$ cat config.mk
export PLATFORM = sky130hd
export DESIGN_NAME = s27_scan_array
export DESIGN_NICKNAME = d
export VERILOG_FILES = /design/src/rtl/s27_pkg.sv /design/src/rtl/s27_core.sv /design/src/rtl/s27_scan_array.sv
export SDC_FILE = /design/constraint.sdc
export NUM_CORES = 1
export LEC_CHECK = 0
export BUFFER_PORTS_ARGS = -buffer_cell sky130_fd_sc_hd__buf_2
export CORE_MARGIN = 2
export CORE_UTILIZATION = 44
export CTS_CLUSTER_DIAMETER = 100
export DETAILED_ROUTE_END_ITERATION = 10
export GPL_ROUTABILITY_DRIVEN = 0
export PLACE_DENSITY = 0.73
export SYNTH_ARGS = -nofsm -noshare
export SYNTH_HDL_FRONTEND = slang
export SYNTH_SLANG_ARGS = --single-unit
$ cat constraint.sdc
create_clock -name ck -period 1.6 [get_ports ck]
set_input_delay 0.32 -clock ck [delete_from_list [all_inputs] [get_ports ck]]
set_output_delay 0.32 -clock ck [all_outputs]
set_load 0.1 [all_outputs]
$ cat src/rtl/s27_pkg.sv
// s27_pkg
// Shared definitions for the scan-inserted s27 benchmark array.
//   - S27_STATE_W      : state flops per channel (G5, G6, G7)
//   - chain positions  : where each state flop sits in the packed {G5,G6,G7} state
//   - S27_DEFAULT_POLY : default MISR feedback taps
//   - s27_mode_e       : what a clock edge does to the state (reset/shift/hold/functional)
//   - s27_mode()       : edge priority RST > SE > HOLD > functional
//   - s27_next()       : pure s27 combinational cloud, returns {next_state, g17}
package s27_pkg;

    localparam int S27_STATE_W = 3;

    // Packed state is {G5, G6, G7}; G5 is first in the scan chain and G7 is last.
    localparam int S27_G5_POS = 2;
    localparam int S27_G6_POS = 1;
    localparam int S27_G7_POS = 0;

    localparam logic [15:0] S27_DEFAULT_POLY = 16'h100B;

    typedef enum logic [1:0] {
        MODE_RESET,
        MODE_SHIFT,
        MODE_HOLD,
        MODE_FUNC
    } s27_mode_e;

    function automatic s27_mode_e s27_mode(input logic rst, input logic se, input logic hold);
        if (rst) begin
            return MODE_RESET;
        end
        if (se) begin
            return MODE_SHIFT;
        end
        if (hold) begin
            return MODE_HOLD;
        end
        return MODE_FUNC;
    endfunction

    // Gate-for-gate copy of the s27 netlist so fault sites map back to the original.
    function automatic logic [S27_STATE_W:0] s27_next(
        input logic [S27_STATE_W-1:0] state,
        input logic                   g0,
        input logic                   g1,
        input logic                   g2,
        input logic                   g3
    );
        logic g5, g6, g7;
        logic g8, g9, g10, g11, g12, g13, g14, g15, g16;
        g5  = state[S27_G5_POS];
        g6  = state[S27_G6_POS];
        g7  = state[S27_G7_POS];
        g14 = ~g0;
        g12 = ~(g1 | g7);
        g8  = g14 & g6;
        g15 = g12 | g8;
        g16 = g3 | g8;
        g9  = ~(g15 & g16);
        g11 = ~(g5 | g9);
        g10 = ~(g14 | g11);
        g13 = ~(g2 | g12);
        return {g10, g11, g13, ~g11};
    endfunction

endpackage

$ cat src/rtl/s27_core.sv
// s27_core
// One s27 channel: next-state cloud plus the three state flops with a
// scan/hold/functional mux in front of them.
//   ck       : clock, rising edge
//   rst      : synchronous active-high reset, clears the state
//   se       : scan enable, state shifts G5 -> G6 -> G7 with scan_in entering G5
//   hold     : freezes the state when se is low
//   scan_in  : serial input into G5
//   g0..g3   : primary inputs
//   scan_out : G7 flop output, feeds the next channel's scan_in
//   g17c     : combinational G17 from current state and inputs
module s27_core
    import s27_pkg::*;
(
    input  logic ck,
    input  logic rst,
    input  logic se,
    input  logic hold,
    input  logic scan_in,
    input  logic g0,
    input  logic g1,
    input  logic g2,
    input  logic g3,
    output logic scan_out,
    output logic g17c
);

    logic [S27_STATE_W-1:0] state_q;
    logic [S27_STATE_W-1:0] state_d;
    logic [S27_STATE_W:0]   cloud;
    s27_mode_e              mode;

    assign cloud    = s27_next(state_q, g0, g1, g2, g3);
    assign mode     = s27_mode(rst, se, hold);
    assign scan_out = state_q[S27_G7_POS];
    assign g17c     = cloud[0];

    // Pick what the state flops load on the next edge. A shift moves every
    // flop one place toward G7, so the packed state simply slides right with
    // scan_in landing in G5.
    always_comb begin
        state_d = state_q;
        case (mode)
            MODE_RESET: state_d = '0;
            MODE_SHIFT: state_d = {scan_in, state_q[S27_G5_POS:S27_G6_POS]};
            MODE_FUNC:  state_d = cloud[S27_STATE_W:1];
            default:    state_d = state_q;
        endcase
    end

    // State register with synchronous reset.
    always_ff @(posedge ck) begin
        if (rst) begin
            state_q <= '0;
        end else begin
            state_q <= state_d;
        end
    end

endmodule

$ cat src/rtl/s27_scan_array.sv
// s27_scan_array
// NCH independent s27 channels on one clock, stitched into a single scan
// chain (ch0.G5 first, ch(NCH-1).G7 last), with an optional G17 output
// register and a Galois MISR compacting the G17 port.
//   ck        : clock, rising edge
//   rst       : synchronous active-high reset
//   se        : scan enable (1 = shift)
//   si / so   : scan in (ch0.G5) / scan out (ch(NCH-1).G7)
//   hold      : freezes state, output register and MISR when se is low
//   g0..g3    : per-channel primary inputs, bit c drives channel c
//   g17       : per-channel primary output
//   misr_en   : MISR absorbs g17 on functional edges
//   misr_sig  : current MISR signature
module s27_scan_array
    import s27_pkg::*;
#(
    parameter int                NCH       = 1,
    parameter int                REG_OUT   = 0,
    parameter int                MISR_W    = 16,
    parameter logic [MISR_W-1:0] MISR_POLY = MISR_W'(S27_DEFAULT_POLY)
)(
    input  logic              ck,
    input  logic              rst,
    input  logic              se,
    input  logic              si,
    output logic              so,
    input  logic              hold,
    input  logic [NCH-1:0]    g0,
    input  logic [NCH-1:0]    g1,
    input  logic [NCH-1:0]    g2,
    input  logic [NCH-1:0]    g3,
    output logic [NCH-1:0]    g17,
    input  logic              misr_en,
    output logic [MISR_W-1:0] misr_sig
);

    // The MISR must be wide enough to absorb every channel and to have a
    // feedback bit distinct from its input bit.
    if (NCH < 1 || NCH > MISR_W || MISR_W < 2) begin : g_bad_params
        $error("s27_scan_array: need 1 <= NCH <= MISR_W and MISR_W >= 2");
    end

    logic [NCH:0]       chain;
    logic [NCH-1:0]     g17c;
    logic [MISR_W-1:0]  sig_q;
    logic [MISR_W-1:0]  sig_d;
    s27_mode_e          mode;

    assign mode     = s27_mode(rst, se, hold);
    assign chain[0] = si;
    assign so       = chain[NCH];
    assign misr_sig = sig_q;

    for (genvar c = 0; c < NCH; c++) begin : g_ch
        s27_core u_core (
            .ck       (ck),
            .rst      (rst),
            .se       (se),
            .hold     (hold),
            .scan_in  (chain[c]),
            .g0       (g0[c]),
            .g1       (g1[c]),
            .g2       (g2[c]),
            .g3       (g3[c]),
            .scan_out (chain[c+1]),
            .g17c     (g17c[c])
        );
    end

    if (REG_OUT != 0) begin : g_out_reg
        logic [NCH-1:0] g17_q;

        // Registered G17 only advances on functional edges; reset value is
        // all-ones so a fresh part shows a recognisable idle pattern.
        always_ff @(posedge ck) begin
            if (rst) begin
                g17_q <= '1;
            end else if (mode == MODE_FUNC) begin
                g17_q <= g17c;
            end
        end

        assign g17 = g17_q;
    end else begin : g_out_comb
        assign g17 = g17c;
    end

    // Galois MISR step: shift left, fold the outgoing MSB back through the
    // tap polynomial, then xor in whatever the g17 port shows this cycle.
    always_comb begin
        sig_d = {sig_q[MISR_W-2:0], 1'b0};
        if (sig_q[MISR_W-1]) begin
            sig_d = sig_d ^ MISR_POLY;
        end
        sig_d = sig_d ^ MISR_W'(g17);
    end

    // Signature register; it only moves on enabled functional edges.
    always_ff @(posedge ck) begin
        if (rst) begin
            sig_q <= '0;
        end else if (mode == MODE_FUNC && misr_en) begin
            sig_q <= sig_d;
        end
    end

endmodule

==> flow_summary.toml, run 1 <==
[yosys]
syn_area_um2 = 922
synth_xor_area_frac = 0.0285
muxShareOfSynthArea = 0
syn_inst = 109
synth_fa_ha_area_frac = 0
ys_seq_area_frac = 0.412
syn_nets = 119
ys_warn_count = 0
ys_seq_elements = 19
synth_compound_area_frac = 0.144
syn_area_per_cell_um2 = 8.46
yosys.area_share.simple = 0.243
synth_top_area_share = 0.412
synth_top_cell_by_area = "dfxtp_1"
synth_area_leaders = "dfxtp_1 (41%), buf_4 (11%), nand2_1 (11%)"
synth_top_family_by_area = "simple AND/OR/NAND/NOR gates"
synth_cell_types = 26

[detailed_routing]
via_per_inst = 4.93
dr_total_vias = 769
ant_nets = 0
firstDrtPassIters = 4
route.detailed.drc = 0
drt-total-wl_um = 1830
routedWlPerCell_um = 11.7
drtIter0Drc = 10

[clock_tree]
clk_pin_slew_ps = 110
cts_buffer_depth = 2
insertion_delay_ps = 290
cts-hold-fix-buffers = 0
cts_sinks = 19
cts_root_buf = "clkbuf_4"
h-tree-depth = 1
cts_tree = "done"
cts_buffers = 3

[floorplanning]
chipWidth_um = 49.8
start_util = 0.470
die_area_um2 = 2480
rows = 16
fp.dieH_um = 49.8
fp.coreArea_um2 = 1960
io_pins = 28

[final_layout]
n_antenna_cell = 0
area_growth_pct = 19.0
finish.utilization = 0.559
drive_gt1_frac = 0.388
nets = 140

[timing]
fin_crit_sh = 0.976
finalSetupViolCount = 0
period_needed_ps = 1560
fin_tns_setup_ps = 0
tightest_slew_ps = 491
rsz0062_at_grt = "yes"
slew_viol_final = 0
fin_worst_skew_ps = 4.18
hold_viol_final = 0
hold_ws_ps = 278
timing.fmax_mhz = 641
slew_headroom = 0.675

[pwr]
internal-power_w = 0.000628
ir_drop_mv = 0.441
seqPwrFrac = 0.554
power.share.clock = 0.272
powerDensity_nw_per_um2 = 805
p_switching_w = 0.000255
sw_frac_of_total = 0.289
p_comb_frac = 0.174
power_leakage_nw = 0.464

[critical_path]
r2r_end = "g_ch[0].u_core.state_q[2]"
cp.arrival_ps = 1240
worstSetupPathType = "flip-flop to output pin"
cpPeakStageDelay_ps = 370
crit_fanout = 4
crit_path_cell_trace = "nor4b_4 -> nor2_4 -> buf_12"
r2r_cells = 3
cp_slowest_cell = "dfxtp_2"
critical_path.endpoint_type = "output pin"
crit_start = "g_ch[0].u_core.state_q[2]"
crit_path_end = "g17"
reg2reg_from = "g_ch[0].u_core.state_q[2]"
start_kind = "flip-flop"
r2r_setup_slack_ps = 270
required_ps = 1280

[place]
place_hpwl_um = 1380
port_buffers = 27

[global_routing]
grt_pass1_wl_um = 3070
grt_start_max_net_pins = 21
antenna_found_initial = 0
grt_overflow = 0
grt_pass1_vias = 732
track_usage = 0.160

[run_status]
status = "finished clean"

[flow_run]
drv_cap = 0

[min_path]
min_path_type = "input pin to flip-flop"
[area by class of cell]
type	instances	area, um^2
Multi-Input combinational cell	66	404
Timing Repair Buffer	36	230
Clock inverter	1	5.00
Inverter	4	15.0
Clock buffer	3	22.5
Sequential cell	19	387
Tap cell	27	33.8
Fill cell	200	865
[cells in the mapped netlist]
cell	number
nand2_1	26
dfxtp_1	19
a21oi_1	14
buf_4	13
nor2_1	5
inv_1	4
a211oi_1	3
xnor2_1	3
buf_1	2
buf_2	2
nand3_1	2
nor4b_2	2
a221oi_1	1
a31oi_1	1
and2b_2	1
buf_6	1
clkbuf_1	1
clkbuf_8	1
nand3b_1	1
nor3b_1	1
nor4b_4	1
o2111ai_1	1
o21bai_1	1
o221ai_1	1
or4b_1	1
or4b_2	1
[power by group through the flow]
stage / Sequential (W) / Combinational (W) / Clock (W)
2_1_floorplan: 0.000514 / 0.0000922 / 0
3_3_place_gp: 0.000498 / 0.000137 / 0
3_5_place_dp: 0.000499 / 0.000141 / 0
4_1_cts: 0.000489 / 0.000154 / 0.000251
5_1_grt: 0.000491 / 0.000163 / 0.000267
6_report: 0.000489 / 0.000154 / 0.000240
[per-layer routing]
layer	global-route usage	wire, um	vias up
met5	0	0	-
met3	0.0333	87	0
met2	0.293	1020	18
met4	0.0556	0	0
met1	0.181	722	361
li1	-	-	390
[cell usage in the layout, fill, tap and decap left out]
cell       Yosys  layout
clkbuf_4       0       3
buf_2          2      26
buf_12         0       2
a21oi_1       14      14
o21bai_1       1       1
or4b_1         1       1
a31oi_1        1       1
dfxtp_4        0       1
or4b_2         1       1
nor2_1         5       4
xnor2_1        3       3
and2b_2        1       1
buf_4         13       8
dfxtp_1       19      16
a221oi_1       1       1
clkinv_2       0       1
nor4b_2        2       1
nand3b_1       1       1
a211oi_1       3       3
dfxtp_2        0       2
nor4b_4        1       2
inv_1          4       4
nand2_1       26      26
o221ai_1       1       1
nor3b_2        0       1
o2111ai_1      1       1
nand3_1        2       2
nor2_4         0       1
[worst min-delay path by stage]
stage,end,slack [ps],from,cells past startpoint
2_1_floorplan,g_ch[0].u_core.state_q[0],430,g_ch[0].u_core.state_q[1],2
3_3_place_gp,misr_sig[15],450,misr_sig[14],2
3_5_place_dp,misr_sig[5],460,misr_sig[4],2
4_1_cts,g_ch[0].u_core.state_q[2],270,si,3
5_1_grt,g_ch[0].u_core.state_q[2],300,si,3
6_report,g_ch[0].u_core.state_q[2],280,si,3
[flip-flops by register name, indices dropped and copies added, names as in the netlist]
| name | flops |
|---|---|
| misr_sig | 16 |
| g_ch.u_core.state_q | 3 |
[logic make-up (layout without fill, tap and decap cells)]
logic type | count (synthesis) | count (layout)
compound gates | 22 | 22
buf+inv | 24 | 44
flops | 19 | 19
simple gates | 41 | 41
xor+xnor | 3 | 3
[stage by stage]
step                instance area [um^2]  power, W  instances  setup WS (ps)
global placement                    1030  0.000635        151            101
finish                              1100  0.000883        156           39.0
global route                        1100  0.000921        156          -27.4
floorplan                            935  0.000606        109           50.7
detailed placement                  1030  0.000640        151           72.1
CTS                                 1090  0.000894        156           4.90
[repair_timing]
action,in CTS,in global routing
endpoints found under the setup margin,1,1
pin swaps,2,1
resized for setup,6,1
buffers inserted,1,0
[critical path, delay by kind of cell, from the launching register on]
kind,cells,cell delay (ps)
flops,1,370
buf+inv,1,170
simple gates,2,410
Power figures use the tool's default switching activity.
==> inputs of run 2 (changes only) <==
CORE_UTILIZATION = 45   (was 44)
PLACE_DENSITY = 0.71   (was 0.73)
clock period = 1.95 ns   (was 1.6 ns; I/O delays follow)
==> run 2 against run 1 <==
Critical path depth stayed put. Combinational power is 29% lower. Clock skew is 0.54 ps lower. Count of clock-buffer cells in the layout is 1 higher. Highest routed layer is now met4. Die area is 2.1% lower.
==> flow_summary.toml, run 2 (synthesis results as in run 1) <==
[pwr]
internal-power_w = 0.000505
seqPwrFrac = 0.569
sw_frac_of_total = 0.285
powerDensity_nw_per_um2 = 687
ir_drop_mv = 0.458
power_leakage_nw = 0.429
power.share.clock = 0.276
p_switching_w = 0.000201
p_comb_frac = 0.155

[critical_path]
critical_path.endpoint_type = "output pin"
start_kind = "flip-flop"
crit_fanout = 5
cp.arrival_ps = 1450
required_ps = 1560
worstSetupPathType = "flip-flop to output pin"

[timing]
period_needed_ps = 1840
fin_worst_skew_ps = 3.64
fin_crit_sh = 0.946
rsz0062_at_grt = "no"
slew_headroom = 0.676
timing.fmax_mhz = 542
slew_viol_final = 0
hold_viol_final = 0
finalSetupViolCount = 0
fin_tns_setup_ps = 0
tightest_slew_ps = 489

[flow_run]
drv_cap = 0

[min_path]
min_path_type = "input pin to flip-flop"

[final_layout]
n_antenna_cell = 0
finish.utilization = 0.530
nets = 136
largest_reg_flops = 16
area_growth_pct = 11.5
final_cell_mix = "buf_2 (27), nand2_1 (26), dfxtp_1 (18), a21oi_1 (14), buf_4 (5)"
layout_commonest_cell = "buf_2"
drive_gt1_frac = 0.336
fillers = 203

[detailed_routing]
drt-total-wl_um = 1730
drtIter0Drc = 23
via_per_inst = 5.07
route.detailed.drc = 0
dr_total_vias = 771
routedWlPerCell_um = 11.4
ant_nets = 0
firstDrtPassIters = 4

[clock_tree]
cts_tree = "done"
cts_buffers = 3
clk_pin_slew_ps = 100
cts_root_buf = "clkbuf_4"
cts_buffer_depth = 2
h-tree-depth = 1
insertion_delay_ps = 290
cts_sinks = 19
cts-hold-fix-buffers = 0
postCtsSetupBuffers = 0

[global_routing]
use_met2 = 0.270
grt_most_used_layer = "met2"
grt_overflow = 0
antenna_found_initial = 0
grt_start_max_net_pins = 22
track_usage = 0.163
grt_pass1_vias = 693
grt_util_met3 = 0.0337
grt_use_met1 = 0.190
grt_pass1_wl_um = 3020

[floorplanning]
die_area_um2 = 2430
fp.coreArea_um2 = 1940
rows = 16
start_util = 0.475
chipWidth_um = 49.3
fp.dieH_um = 49.3
io_pins = 28

[place]
place_hpwl_um = 1270
port_buffers = 27

[run_status]
status = "finished clean"
run 2: critical path: stages, from the launching register on:
cell and delay [ps]:
dfxtp_2 350, nor4b_4 450, nor2_4 60, buf_2 300
run 2: layout make-up:
class | count | area [um^2] | area share
well taps | 27 | 33.8 | 0.0328
repair buffers | 32 | 173 | 0.168
inverters | 4 | 15.0 | 0.0146
clock buffers | 4 | 26.3 | 0.0255
flip-flops and latches | 19 | 382 | 0.371
multi-input cells | 66 | 399 | 0.388
run 2: timing repair:
action / in CTS / in global routing
setup endpoints to repair: 1 / 1
pin swaps: 0 / 1
endpoints found under the hold margin: 0 / 0
gates resized for setup: 1 / 0
run 2: per-layer routing:
| metal | wire [um] | up-vias |
|---|---|---|
| li1 | - | 383 |
| met1 | 785 | 356 |
| met2 | 804 | 28 |
| met3 | 98 | 4 |
| met4 | 42 | 0 |
| met5 | 0 | - |
run 2: path summary, 6_finish.rpt:
kind,from,end,slack [ps],cells after the start
max reg2reg,g_ch[0].u_core.state_q[2],g_ch[0].u_core.state_q[2],590,3
max,g_ch[0].u_core.state_q[0],g17,110,3
min reg2reg,misr_sig[4],misr_sig[5],470,2
min,si,g_ch[0].u_core.state_q[2],340,3
run 2: power by group through the flow:
stage / combinational [W] / clock [W] / sequential (W)
after floorplan: 0.0000757 / 0 / 0.000422
after global placement: 0.000106 / 0 / 0.000410
after detailed placement: 0.000107 / 0 / 0.000410
after CTS: 0.000109 / 0.000200 / 0.000402
after global routing: 0.000116 / 0.000219 / 0.000403
final: 0.000109 / 0.000195 / 0.000402
run 2: stage by stage:
stage	instances	power (W)	worst slack (ps)	hold slack, ps	instance area (um^2)
floorplan	109	0.000498	199	433	931
global placement	148	0.000515	158	450	993
detailed placement	148	0.000517	120	462	993
CTS	152	0.000712	52.8	347	1030
global route	152	0.000737	30.6	369	1030
finish	152	0.000706	105	345	1030
==> inputs of run 3 (changes only) <==
CORE_ASPECT_RATIO = 1.75   (was default)
CORE_UTILIZATION = 30   (was 45)
PLACE_DENSITY = default   (was 0.71)
==> run 3 against run 2 <==
Die area grew 46%. Power increased by 10%. Non-clock buffer count unchanged. Largest cell class unchanged. Largest power group unchanged. Highest routed layer unchanged.
==> flow_summary.toml, run 3 (synthesis results as in run 1) <==
[final_layout]
nets = 136
area_growth_pct = 12.9
final_design_area_no_fill_um2 = 1040
largest_reg_flops = 16
n_antenna_cell = 0
layout_commonest_cell = "buf_2"
drive_gt1_frac = 0.344
finish.utilization = 0.356
final_cell_mix = "buf_2 (27), nand2_1 (26), dfxtp_1 (18), a21oi_1 (14), buf_4 (5)"
fin_cells = 153

[clock_tree]
cts_buffers = 3
postCtsSetupBuffers = 0
cts_root_buf = "clkbuf_8"
clk_pin_slew_ps = 70
cts_buffer_depth = 2
h-tree-depth = 1
insertion_delay_ps = 250
cts_resized = 0
cts_sinks = 19
cts-hold-fix-buffers = 0
cts_tree = "done"

[floorplanning]
io_pins = 28
die_area_um2 = 3550
chipWidth_um = 45.9
rows = 26
fp.dieH_um = 77.3
fp.coreArea_um2 = 2930
start_util = 0.315

[run_status]
status = "finished clean"

[timing]
tightest_slew_ps = 490
period_needed_ps = 1800
slew_headroom = 0.675
fin_crit_sh = 0.924
rsz0062_at_grt = "no"
hold_ws_ps = 395
hold_viol_final = 0
timing.fmax_mhz = 555
slew_viol_final = 0
fin_worst_skew_ps = 3.50
finalSetupViolCount = 0
fin_tns_setup_ps = 0

[detailed_routing]
drt-total-wl_um = 1820
routedWlPerCell_um = 11.9
dr_total_vias = 750
via_per_inst = 4.90
route.detailed.drc = 0
firstDrtPassIters = 4
drtIter0Drc = 17
ant_nets = 0

[place]
place_hpwl_um = 1360
port_buffers = 27
dp_cells = 149
dpl_cell_area_um2 = 995

[critical_path]
worst-path-buf-inv = 1
cpPeakStageDelay_ps = 450
critical_path.endpoint_type = "output pin"
crit_fanout = 4
crit_family = "simple AND/OR/NAND/NOR gates"
start_kind = "flip-flop"
worstSetupPathType = "flip-flop to output pin"
cp_slowest_cell = "nor4b_2"
crit_path_cell_trace = "nor4b_2 -> nor2_4 -> buf_2"
cp.arrival_ps = 1410
required_ps = 1560

[pwr]
power_leakage_nw = 0.434
ir_drop_mv = 0.336
powerDensity_nw_per_um2 = 749

[global_routing]
grt_pass1_vias = 729
track_usage = 0.116
grt_overflow = 0
grt_start_max_net_pins = 22
grt_pass1_wl_um = 3210
antenna_found_initial = 0

[min_path]
min_path_type = "input pin to flip-flop"

[flow_run]
drv_cap = 0
==> run 3: layer usage <==
metal	wire length [um]	share of wire	up-vias	global-route usage
met5	0	0	-	0
met1	793	0.44	346	0.144
met4	17	0.0094	0	0.0514
met2	933	0.51	22	0.188
met3	72	0.040	2	0.0209
li1	-	-	380	-
==> run 3: metrics by stage <==
stage               total power, W  worst slack (ps)
floorplan                 0.000498               199
finish                    0.000779               148
detailed placement        0.000520               264
global route              0.000821              78.4
CTS                       0.000789               123
global placement          0.000518               289
==> run 3: final timing paths <==
check,from,endpoint,slack (ps),cells after the start
worst max-delay path,g_ch[0].u_core.state_q[2],g17,150,3
worst min-delay path,si,g_ch[0].u_core.state_q[2],400,3
worst max register to register,g_ch[0].u_core.state_q[2],g_ch[0].u_core.state_q[2],460,4
worst min register to register,misr_sig[9],misr_sig[10],460,2
==> run 3: layout make-up <==
type                       count  area, um^2
multi-input combinational     66         390
sequential                    19         382
timing repair buffer          32         173
fill                         317        1890
clock buffer                   3        41.3
tap                           28        35.0
clock inverter                 1        5.00
inverter                       4        15.0
==> run 3: report_power, final <==
part / internal (W) / switching [W] / leakage, nW
logic: 0.0000307 / 0.0000779 / 0.254
registers: 0.000395 / 0.00000603 / 0.154
clock network: 0.000142 / 0.000128 / 0.0255
total: 0.000568 / 0.000212 / 0.434
==> run 3: worst min-delay path: stages <==
cell and delay [ps]:
buf_2 100, nand2_1 50, a31oi_1 60
